$ cat src/rtl/bit_reverse_reorder.sv
// Ping-pong reorder buffer: takes FFT frames in bit-reversed order and emits them in natural order.
// One bank fills while the other is read out gaplessly through a registered output stage.
module bit_reverse_reorder #(
    parameter int WIDTH = 16,
    parameter int LOG_N = 6
) (
    input  logic             clock,
    input  logic             reset,
    input  logic             di_en,
    input  logic [WIDTH-1:0] di_re,
    input  logic [WIDTH-1:0] di_im,
    output logic             do_en,
    output logic [WIDTH-1:0] do_re,
    output logic [WIDTH-1:0] do_im,
    output logic             do_last
);

    localparam int N = 1 << LOG_N;
    localparam logic [LOG_N-1:0] LAST_IDX = '1;

    typedef enum logic {
        IDLE,
        ACTIVE
    } rd_state_t;

    logic [WIDTH-1:0] bank_re [0:2*N-1];
    logic [WIDTH-1:0] bank_im [0:2*N-1];

    logic [LOG_N-1:0] w;
    logic [LOG_N-1:0] r;
    logic             wb;
    logic             rb;
    rd_state_t        state;

    logic             frame_done;
    logic [LOG_N:0]   wr_addr;
    logic [LOG_N:0]   rd_addr;

    function automatic logic [LOG_N-1:0] bitrev(input logic [LOG_N-1:0] a);
        logic [LOG_N-1:0] rev;
        rev = '0;
        for (int i = 0; i < LOG_N; i++) begin
            rev[i] = a[LOG_N-1-i];
        end
        return rev;
    endfunction

    assign frame_done = di_en && (w == LAST_IDX);
    assign wr_addr    = {wb, w};
    assign rd_addr    = {rb, bitrev(r)};

    // Sample storage carries no reset; bank bit selects the ping or pong half.
    always_ff @(posedge clock) begin
        if (di_en && !reset) begin
            bank_re[wr_addr] <= di_re;
            bank_im[wr_addr] <= di_im;
        end
    end

    always_ff @(posedge clock) begin
        if (reset) begin
            w       <= '0;
            r       <= '0;
            wb      <= 1'b0;
            rb      <= 1'b0;
            state   <= IDLE;
            do_en   <= 1'b0;
            do_last <= 1'b0;
            do_re   <= '0;
            do_im   <= '0;
        end else begin
            if (di_en) begin
                w <= w + 1'b1;
            end
            if (frame_done) begin
                wb <= ~wb;
            end

            if (state == ACTIVE) begin
                do_en   <= 1'b1;
                do_re   <= bank_re[rd_addr];
                do_im   <= bank_im[rd_addr];
                do_last <= (r == LAST_IDX);
            end else begin
                do_en   <= 1'b0;
                do_last <= 1'b0;
            end

            // A freshly completed frame takes priority so back-to-back frames stream without a gap.
            if (frame_done) begin
                rb    <= wb;
                r     <= '0;
                state <= ACTIVE;
            end else if (state == ACTIVE) begin
                r <= r + 1'b1;
                if (r == LAST_IDX) begin
                    state <= IDLE;
                end
            end
        end
    end

endmodule

$ cat config.mk
export PLATFORM = sky130hd
export DESIGN_NAME = bit_reverse_reorder
export DESIGN_NICKNAME = d
export VERILOG_FILES = /design/src/rtl/bit_reverse_reorder.sv
export SDC_FILE = /design/constraint.sdc
export NUM_CORES = 2
export LEC_CHECK = 0
export BUFFER_PORTS_ARGS = -buffer_cell sky130_fd_sc_hd__buf_2
export CORE_MARGIN = 4
export CORE_UTILIZATION = 58
export CTS_BUF_LIST = sky130_fd_sc_hd__clkbuf_8
export DETAILED_ROUTE_END_ITERATION = 7
export MAX_ROUTING_LAYER = met4
export PLACE_DENSITY_LB_ADDON = 0.15
export SETUP_SLACK_MARGIN = 0.15
export SLEW_MARGIN = 20
export SYNTH_ARGS = -nofsm -noshare
export SYNTH_HDL_FRONTEND = slang
export SYNTH_SLANG_ARGS = --single-unit
$ cat constraint.sdc
create_clock -name clock -period 3.8 [get_ports clock]
set_input_delay 0.57 -clock clock [delete_from_list [all_inputs] [get_ports clock]]
set_output_delay 0.57 -clock clock [all_outputs]
set_load 0.02 [all_outputs]
==> key figures <==
Status
  • Status: completed

Setup path
  • CP Data Required Time: around 4.8 ns
  • Critical path arrival: 4.65 ns
  • Worst reg2reg path depth: 10
  • Worst setup endpoint: do_im[5]$_SDFFE_PP0P_
  • Setup crit start: r[4]$_SDFFE_PP0P_
  • Crit Path Max Fanout: 28
  • CP Class: flip-flop to flip-flop
  • Endpoint of the most critical register-to-register path: do_im[5]$_SDFFE_PP0P_
  • Type of origin of the critical path: flip-flop
  • Worst reg2reg setup slack: 0.19 ns
  • Crit end category: flip-flop
  • Worst flop-to-flop path startpoint: r[4]$_SDFFE_PP0P_

STA
  • Time the worst path needs with I/O delays and setup: roughly 3.6 ns
  • Final critical-path share of the clock period: 0.950
  • Peak clock frequency supported by timing: 277 MHz
  • Final setup viols: 0
  • Setup slack of the critical path after layout: about 0.19 ns
  • Final Skew: 0.0767 ns
  • Final TNS setup: 0 ns
  • Final count of hold timing violations: 0
  • Max-slew violation count: 0
  • Unrepaired setup endpoints after global routing: false
  • Actual transition at the worst max-transition pin: 1.18 ns
  • Slew HR: 0.216

Floorplanning
  • Std-Cell Core Area: between 0.2 and 0.3 sq mm
  • Boundary pin count: slightly below 70
  • Die area: 0.284 sq mm
  • Die extent in x: 533 um
  • Die outline height: between 500 and 600 um
  • Initial cell density of the core: 0.583
  • Number of rows in the core area: about 190

Logic synthesis
  • Sequential area share after synthesis: 0.776
  • Area fraction of the dominant cell type after synthesis: 0.770
  • Net count after synthesis: 7780
  • Register bit total from synthesis: 4145
  • Synth Area per Inst: between 20 and 25 sq um
  • Dominant cell by count in the synthesized netlist: sky130_fd_sc_hd__edfxtp_1
  • Largest cells by area after synthesis: sky130_fd_sc_hd__edfxtp_1 77%, sky130_fd_sc_hd__mux4_2 8.6%, sky130_fd_sc_hd__mux2i_1 6.6%
  • Number of enable flip-flop cells after synthesis: a little over 4000
  • Summed instance area of the synthesized netlist: approximately 0.16 sq mm
  • Count of warnings emitted by yosys: 0
  • Cell accounting for the most synthesized area: sky130_fd_sc_hd__edfxtp_1
  • Synth cell count leaders: 4096 x sky130_fd_sc_hd__edfxtp_1, 1059 x sky130_fd_sc_hd__mux2i_1, 608 x sky130_fd_sc_hd__mux4_2
  • Top flip-flop cell by instance count after synthesis: sky130_fd_sc_hd__edfxtp_1
  • Yosys cell types: 50
  • Cell count after synthesis: approximately 7700
  • Async set or reset register ratio after synthesis: 0

Cells and area
  • Fraction of final layout cells sized beyond drive strength 1: 0.244
  • Area delta synth->final: 13.2%
  • Utilization after layout: 0.660
  • Number of nets at the end of the flow: 8641
  • Cell Count, Final, Fillers Out: between 10000 and 15000

Power
  • Proportion of power drawn by combinational gates: 0.014
  • Clock network fraction of total power: 0.402
  • Total power density per cell area: 476 mW/mm^2
  • Part of the power in registers: 0.584
  • Total power draw: 0.0860 W
  • Internal Power: 0.0675 W
  • VDD IR-drop max: about 0.38 mV
  • Switching share of power: 0.215
  • Switching power of the nets: 0.0185 W
  • Leakage power: ~56 nW

GRT
  • Via count of the first global-routing pass: 83100
  • Tot GR Track Use: 0.313
  • Global-route wire length before repair: 613000 um
  • Gr ovfl total: 0
  • Number of antenna violations at the first check in global routing: 21
  • Pin count of the biggest net entering global routing: 129

Placement
  • Placer's final routability congestion estimate: about 0.85
  • Half-perimeter wire length after placement: 243000 um
  • Worst setup timing slack at the placement stage: -0.405 ns
  • Number of buffer cells added on primary ports: 68
  • DP Cell Count: 11500

Clocking
  • Total number of clock tree sinks: 4145
  • Clock tree from TritonCTS: done
  • Clk root buf: sky130_fd_sc_hd__clkbuf_8
  • CTS Buffer Depth: 4
  • Clock buffer count from CTS: roughly 650
  • Deepest level of the CTS H-tree: 6
  • Worst-skew pair later-pin latency: 1.20 ns
  • Post-CTS clock slew at the launch and capture registers of the worst setup and hold paths: 0.06 ns

Route
  • Avg WL per Cell: 34.0 um
  • Drt initial violations: 10800
  • Total Wirelength: 433000 um
  • Via-per-instance ratio: 6.57
  • Total DRC errors in the routed layout: 0
  • ANT nets after route: 0
  • Detailed-route via count: 83600
  • First-pass DRT Iterations: 6

Min path
  • Hold wc startpoint: di_im[3]
  • Worst min-delay path category: primary input to flip-flop

Job
  • Max-capacitance violation count: 0
==> through the flow <==
stage          hold slack (ns)  cell area (sq um)
2_1_floorplan            0.513             160000
3_3_place_gp             0.480             168000
3_5_place_dp             0.481             168000
4_1_cts                 0.0291             181000
5_1_grt                 0.0560             181000
6_report                0.0687             181000
==> cell usage in the layout, fill, tap and decap left out, drive strengths merged, types with 16 or more instances in the layout <==
| cell | instances |
|---|---|
| dlygate4sd3 | 32 |
| edfxtp | 4096 |
| a211oi | 32 |
| mux4 | 608 |
| a21oi | 111 |
| inv | 270 |
| buf | 634 |
| nand2 | 58 |
| nor2 | 293 |
| or2 | 16 |
| a221oi | 32 |
| o21ai | 193 |
| o221a | 19 |
| a31oi | 19 |
| a22oi | 32 |
| a311oi | 32 |
| a21boi | 32 |
| clkinv | 222 |
| mux2i | 1059 |
| dfxtp | 49 |
| a21o | 19 |
| o22ai | 256 |
| o221ai | 64 |
| nand3 | 37 |
| a211o | 32 |
| nor3 | 130 |
| clkbuf | 667 |
==> state kept, by name, indices dropped and copies added, names as in the netlist, 6 cells and up <==
signal / count
do_im: 16
bank_re: 2048
bank_im: 2048
do_re: 16
r: 6
w: 6
==> power groups by stage <==
stage          Combinational, W  Sequential (W)  Clock, W
5_1_grt                 0.00123          0.0502    0.0373
4_1_cts                 0.00117          0.0503    0.0350
3_3_place_gp            0.00108          0.0512         0
3_5_place_dp            0.00114          0.0512         0
2_1_floorplan         0.0000843          0.0512         0
6_report                0.00118          0.0503    0.0346
==> worst max-delay path, stage by stage (launching register included) <==
cell	delay [ns]
sky130_fd_sc_hd__dfxtp_4	0.52
sky130_fd_sc_hd__buf_12	0.24
sky130_fd_sc_hd__buf_12	0.25
sky130_fd_sc_hd__buf_12	0.23
sky130_fd_sc_hd__mux2i_1	0.24
sky130_fd_sc_hd__o22ai_1	0.13
sky130_fd_sc_hd__nor3_1	0.47
sky130_fd_sc_hd__o21ai_0	0.37
sky130_fd_sc_hd__a32oi_2	0.59
sky130_fd_sc_hd__buf_4	0.24
sky130_fd_sc_hd__a311oi_1	0.08
==> cells by family after synthesis <==
group / Yosys count / synth area share
DFF: 4145 / 0.776
adders and majority gates: 2 / 0.000157
muxes: 1667 / 0.152
AOI/OAI and AO/OA: 899 / 0.0372
buffers and inverters: 457 / 0.0186
xor gates and xnor gates: 10 / 0.000548
and+or+nand+nor: 563 / 0.0154
==> area by class of cell <==
cell class / instances / area (sq um)
flip-flops and latches: 4145 / 124000
fillers: 18000 / 93000
multi-input cells: 3141 / 33900
clock buffers: 667 / 9180
repair buffers: 666 / 6540
well taps: 3589 / 4490
clock inverters: 506 / 2700
diodes: 13 / 32.5
inverters: 1 / 3.75
==> how the worst min path moves through the flow <==
stage	endpoint	slack, ns	depth (start not counted)
2_1_floorplan	rb$_SDFFE_PP0P_	0.51	2
3_3_place_gp	do_im[14]$_SDFFE_PP0P_	0.48	2
3_5_place_dp	do_re[7]$_SDFFE_PP0P_	0.48	2
4_1_cts	bank_im[7][8]$_DFFE_PP_	0.03	1
5_1_grt	bank_im[3][8]$_DFFE_PP_	0.06	1
6_report	bank_im[87][3]$_DFFE_PP_	0.07	1
==> per-layer routing <==
metal | wire [um] | share of wire | vias up | track usage
met2 | 206000 | 0.48 | 5096 | 0.478
met1 | 164000 | 0.38 | 43700 | 0.432
met3 | 48200 | 0.11 | 746 | 0.0654
met5 | 0 | 0 | - | -
li1 | - | - | 34100 | -
met4 | 14800 | 0.034 | 0 | 0.0972
==> repair_timing <==
| item | in CTS | in global routing |
|---|---|---|
| endpoints found under the setup margin | 6 | 7 |
| buffers inserted | 0 | 2 |
| resized for setup | 12 | 3 |
| hold buffers | 29 | 3 |
| pin swaps | 1 | 1 |
| hold endpoints to repair | 853 | 66 |
Note: power is estimated with default switching activity, not from simulation.
